===== src/rtl/fpu_seq.sv =====
// Multicycle sequencer for the shared FP32/FP16 datapath.
// Steps unpack, align, exec, normalize, round and writeback.
module fpu_seq #(
    parameter int unsigned MUL_CYCLES = 3
) (
    input  logic       clk,
    input  logic       reset,
    input  logic       start,
    input  logic       op,
    input  logic       half,
    input  logic       special,
    input  logic       norm_done,
    output logic       busy,
    output logic       done,
    output logic       unpack_en,
    output logic       align_en,
    output logic       op_en,
    output logic       norm_en,
    output logic       round_en,
    output logic       res_we,
    output logic       uf,
    output logic [2:0] state_o
);

    typedef enum logic [2:0] {
        IDLE   = 3'd0,
        UNPACK = 3'd1,
        ALIGN  = 3'd2,
        EXEC   = 3'd3,
        NORM   = 3'd4,
        ROUND  = 3'd5,
        WB     = 3'd6,
        BAD    = 3'd7
    } state_t;

    localparam logic [3:0] MUL_LAST = 4'(MUL_CYCLES - 1);

    state_t     state;
    state_t     next;
    logic [3:0] mul_cnt;
    logic [4:0] norm_cnt;
    logic       op_q;
    logic       half_q;
    logic       mul_last;
    logic       norm_limit;

    assign mul_last   = (mul_cnt == MUL_LAST);
    // Last permitted shift: 24 for FP32, 11 for FP16
    assign norm_limit = (norm_cnt == (half_q ? 5'd10 : 5'd23));
    assign state_o    = state;

    always_ff @(posedge clk or negedge reset) begin
        if (!reset) begin
            state    <= IDLE;
            mul_cnt  <= 4'd0;
            norm_cnt <= 5'd0;
            op_q     <= 1'b0;
            half_q   <= 1'b0;
            uf       <= 1'b0;
        end else begin
            state    <= next;
            mul_cnt  <= (state == EXEC) ? mul_cnt + 4'd1 : 4'd0;
            norm_cnt <= (state == NORM) ? norm_cnt + 5'd1 : 5'd0;
            if (state == IDLE && start) begin
                op_q   <= op;
                half_q <= half;
                uf     <= 1'b0;
            end
            if (state == NORM && !norm_done && norm_limit)
                uf <= 1'b1;
        end
    end

    always_comb begin
        next      = state;
        busy      = 1'b1;
        done      = 1'b0;
        unpack_en = 1'b0;
        align_en  = 1'b0;
        op_en     = 1'b0;
        norm_en   = 1'b0;
        round_en  = 1'b0;
        res_we    = 1'b0;
        unique case (state)
            IDLE: begin
                busy = 1'b0;
                if (start)
                    next = UNPACK;
            end
            UNPACK: begin
                unpack_en = 1'b1;
                if (special)
                    next = WB;
                else if (!op_q)
                    next = ALIGN;
                else
                    next = EXEC;
            end
            ALIGN: begin
                align_en = 1'b1;
                next     = EXEC;
            end
            EXEC: begin
                op_en = 1'b1;
                if (!op_q || mul_last)
                    next = NORM;
            end
            NORM: begin
                norm_en = 1'b1;
                if (norm_done || norm_limit)
                    next = ROUND;
            end
            ROUND: begin
                round_en = 1'b1;
                next     = WB;
            end
            WB: begin
                done   = 1'b1;
                res_we = 1'b1;
                next   = IDLE;
            end
            default: begin
                busy = 1'b0;
                next = IDLE;
            end
        endcase
    end

endmodule


===== config.mk =====
export PLATFORM = sky130hd
export DESIGN_NAME = fpu_seq
export DESIGN_NICKNAME = d
export VERILOG_FILES = /design/src/rtl/fpu_seq.sv
export SDC_FILE = /design/constraint.sdc
export NUM_CORES = 1
export LEC_CHECK = 0
export ABC_AREA = 1
export ABC_CLOCK_PERIOD_IN_PS = 1600
export BUFFER_PORTS_ARGS = -buffer_cell sky130_fd_sc_hd__buf_2
export CAP_MARGIN = 20
export CORE_MARGIN = 2
export CORE_UTILIZATION = 26
export CTS_BUF_LIST = sky130_fd_sc_hd__clkbuf_8 sky130_fd_sc_hd__clkbuf_16
export DETAILED_ROUTE_END_ITERATION = 12
export PLACE_DENSITY_LB_ADDON = 0.08
export SYNTH_ARGS = -nofsm -noshare
export SYNTH_HDL_FRONTEND = slang
export SYNTH_SLANG_ARGS = --single-unit

===== constraint.sdc =====
create_clock -name clk -period 1.6 [get_ports clk]
set_input_delay 0.08 -clock clk [delete_from_list [all_inputs] [get_ports clk]]
set_output_delay 0.08 -clock clk [all_outputs]
set_load 0.1 [all_outputs]

=== Yosys cells after proc, flatten, opt, wreduce, memory -nomap -nowiden ===
Cells that the tools add are included.

* Mux-type cells: 18
* Add/sub/neg operators: 2
* Reductions and logical operators: 11
* Eq/ne operators: 11

{| class="wikitable"
|+ Operators by type and width
! kind !! number
|-
| case mux 3 bit (6 select lines) || 1
|-
| 2-to-1 mux 3 bit || 4
|-
| 2-to-1 mux 1 bit || 10
|-
| 2-to-1 mux 5 bit || 2
|-
| == test 3 bit (second input constant) || 3
|-
| == test 3 x 2 -> 1 bit (second input constant) || 2
|-
| OR reduction 6 bit || 1
|-
| adder 5 x 1 -> 5 bit (second input constant) || 1
|-
| == test 5 bit || 1
|-
| adder 4 x 1 -> 4 bit (second input constant) || 1
|-
| == test 4 x 2 -> 1 bit (second input constant) || 1
|-
| 2-to-1 mux 4 bit || 1
|-
| != test 2 x 1 -> 1 bit (second input constant) || 2
|-
| == test 3 x 1 -> 1 bit (second input constant) || 1
|-
| logical AND 1 bit || 3
|-
| logical NOT 3 bit || 1
|-
| AND reduction 3 bit || 1
|-
| logical NOT 1 bit || 2
|-
| logical OR 1 bit || 2
|-
| != test 2 bit (second input constant) || 1
|-
| nonzero test 2 bit || 1
|}

* Register bits after elaboration: 15
* Output and inout port bits: 12
* Logic and storage cells: 48

=== Depth between registers and ports, before layout ===
* Depth in word-level cells: 5
* Mapped depth: 8
* Mapped depth without buffers: 8

=== Least setup slack after synthesis ===
Ideal clock, no wire load.

* Path type: flip-flop to output port
* Start: register state[2], in the netlist state_o[2]
* End: output res_we
* Path slack: -1.457 ns
* Required time: 1.520 ns
* Stages on the path, launching flop included: 4
* Buffers on the path: 1
* Arrival time: 2.977 ns
* Cell sequence: dfrtp_1 nand2_1 nor2_1 buf_4

* Longest elaborated chain between the ends: 2

{| class="wikitable"
|+ RTL lines
! element !! RTL line !! RTL
|-
| start, declared || 38 || <nowiki>state_t state;</nowiki>
|-
| start signal, assigned || 61 || <nowiki>state <= next;</nowiki>
|-
| == test 3 bit || - ||
|-
| 2-to-1 mux 1 bit || - ||
|-
| end, declared || 20 || <nowiki>output logic res_we,</nowiki>
|}

Every way passes these cells.

=== Final worst setup path ===
* Start: register state[1], in the netlist state_o[1]
* End: output busy

* Longest elaborated chain between the ends: 3
* Elaborated cells between the ends (all ways): 8

{| class="wikitable"
|+ RTL lines
! element !! RTL line !! RTL
|-
| == test 3 x 2 -> 1 bit (tied with other cells) || 84 || <nowiki>unique case (state)</nowiki>
|-
| OR reduction 6 bit (no line) * || - ||
|-
| 2-to-1 mux 1 bit * || 84 ||
|-
| end, declared || 13 || <nowiki>output logic busy,</nowiki>
|}

Mark *: on every way between the ends. The rest lies on a longest branch, timed or not.

==> flow_metrics.tcl <==
set metrics [dict create \
    path_max_fanout 7 \
    die_h_um 59.5 \
    slew_violations 0 \
    syn_avg_cell_area_um2 7.84 \
    place_area_mm2 0.00104 \
    cts_root_buffer "clkbuf_8" \
    grt.overflow.total 0 \
    port_buffers 18 \
    slew_headroom_pct 67.5 \
    die_area_mm2 0.00353 \
    dp_hpwl_mm 1.31 \
    antenna_cells 0 \
    first_global_vias 602 \
    async_reset_ff_share_pct 100 \
    cts_max_path_buffers 2 \
    post-cts-setup-buffers 0 \
    dr.pass1.iters 4 \
    grtUsageTotal_pct 10.6 \
    clock_sinks 15 \
    dp_cells 152 \
    final_cells 157 \
    rsz0062_at_grt "false" \
    die_w_um 59.5 \
    synth.distinct_cells 17 \
    synth-seq-cells 15 \
    boundaryPins 19 \
    required_ns 1.52 \
    drt_iter0_drc 33 \
    area_growth_pct 39.1 \
    fin_util_pct 37.4 \
    avgViaCountPerCell 4.35 \
    syn-num-nets 112 \
    clock_latency_ns 0.25 \
    synth-edff-count 0 \
    initial_core_util_pct 26.8 \
    worst_pin_slew_ns 0.490 \
    final.min_clock_period_ns 1.48 \
    cp_cell_sequence "inv_2 -> nand3_2 -> nand2_1 -> inv_1 -> nand3_2 -> buf_12" \
    muxShareOfSynthArea_pct 0 \
    status "completed" \
    grt_max_degree 16 \
    synth_cells 102 \
    drv_cap 0 \
    ant_nets 0 \
    yosys.area_share.simple_pct 32.1 \
    syn-cell-area_um2 800 \
    cp_common_cell "nand3_2" \
    fin_skew_ns 0.00232 \
    path_clk_slew_ns 0.06 \
    core-area_mm2 0.00298 \
    drc 0 \
    synth_seq_area_share_pct 46.9 \
    via_count 683 \
    cts_buffers 3 \
    grt_first_pass_wirelength_mm 2.68 \
    design_area_mm2 0.00111 \
    worst-setup-path-type "flip-flop to output pin" \
    routabilityCongestion 0.788 \
    hold_viol_final 0 \
    ys.warnings.count 0 \
    crit_arrival_ns 1.40 \
    fin_nets 135 \
    synth_most_common_cell "nor2_1" \
    endpoint_kind "output pin" \
    drive_gt1_share_pct 33.9 \
    synth_compound_area_share_pct 2.50 \
    synthFlopType "dfrtp_1" \
    synth_top_family_by_area "simple AND/OR/NAND/NOR gates" \
    synth_fa_ha_area_share_pct 4.69 \
    start_kind "flip-flop" \
    fmax_mhz 674 \
    cts_tree "built" \
    hold_class "input port to flip-flop" \
    num_rows 20 \
    wirelength_mm 1.64 \
    ys_top_cells_by_count "nor2_1, nand2_1, dfrtp_1, inv_1, nand3_1" \
    synth_top_area_share_pct 46.9 \
    finalSetupViolCount 0 \
    min_period_over_period_pct 92.7 \
    synthTopCellsByArea "dfrtp_1, nor2_1, nand2_1, inv_1, nand3_1" \
    htree_num_levels 1 \
    synth_top_area_cell "dfrtp_1" \
    wl_per_cell_um 10.4 \
    synth_xor_xnor_area_share_pct 4.38 \
    slowest_stage "dfrtp_4" \
    critPathMaxStageDelay_ns 0.52 \
    tns_ns 0 \
    antenna_found_initial 0 \
]
==> flip-flops by register name (all words and copies together), names as in the netlist <==
signal,count
half_q,1
mul_cnt,4
norm_cnt,5
op_q,1
state_o,3
uf,1
==> critical path: cells and delay by family (launching register included) <==
kind | cells | cell delay (ns)
buffers and inverters | 3 | 0.35
DFF | 1 | 0.52
and+or+nand+nor | 3 | 0.27
==> layout make-up <==
| type | instances | area [um2] |
|---|---|---|
| clock inverters | 1 | 3.75 |
| clock buffers | 3 | 41.3 |
| well taps | 33 | 41.3 |
| fillers | 319 | 1870 |
| flip-flops and latches | 15 | 387 |
| repair buffers | 19 | 178 |
| inverters | 18 | 75.1 |
| multi-input cells | 68 | 387 |
==> through the flow <==
stage	hold slack, ns	setup slack, ns
3_3_place_gp	0.0144	0.257
6_report	0.0640	0.117
3_5_place_dp	0.0101	0.258
2_1_floorplan	-0.216	-0.0776
4_1_cts	0.0614	0.0484
5_1_grt	0.0862	0.0147
==> cell families after synthesis <==
family,after synthesis
DFF,15
adders and majority gates,3
xor gates and xnor gates,4
AOI/OAI and AO/OA,4
and+or+nand+nor,57
buffers and inverters,19
==> per-layer routing <==
metal	up-vias	part of all wire (%)	routed length (um)	track usage [%]
li1	357	-	-	-
met1	295	50	818	14.6
met2	27	42	687	14.9
met3	4	6.0	99	1.97
met4	0	2.1	34	6.82
met5	-	0	0	0
==> layout by cell type (no fill, tap or decap), drive strengths merged, types with 2 or more instances in the layout <==
master,synthesis,final
xnor2,2,2
buf,1,17
clkbuf,0,4
xor2,2,2
clkinvlp,0,2
a21oi,3,3
nand2,18,18
dfrtp,15,15
ha,3,3
nor2,26,26
inv,18,17
nand3,11,11
==> worst paths after layout <==
check / start / to / slack [ns] / cells after the start
max: state_o[1] / busy / 0.12 / 6
max reg2reg: state_o[1] / state_o[0] / 0.40 / 6
min in group asynchronous: reset / norm_cnt[2] / 0.27 / 2
min reg2reg: uf / uf / 0.48 / 2
min: op / op_q / 0.06 / 3
max in group asynchronous: reset / state_o[1] / 1.05 / 2
==> what timing repair did <==
| item | in CTS | in global routing |
|---|---|---|
| pin swaps | 0 | 0 |
| hold buffers | 1 | 0 |
| endpoints found under the setup margin | 1 | 2 |
| hold endpoints to repair | 15 | 0 |
| resized for setup | 1 | 4 |
Power is not shown: default switching activity piles up to over one toggle a cycle in this logic, so the estimate is an artifact.
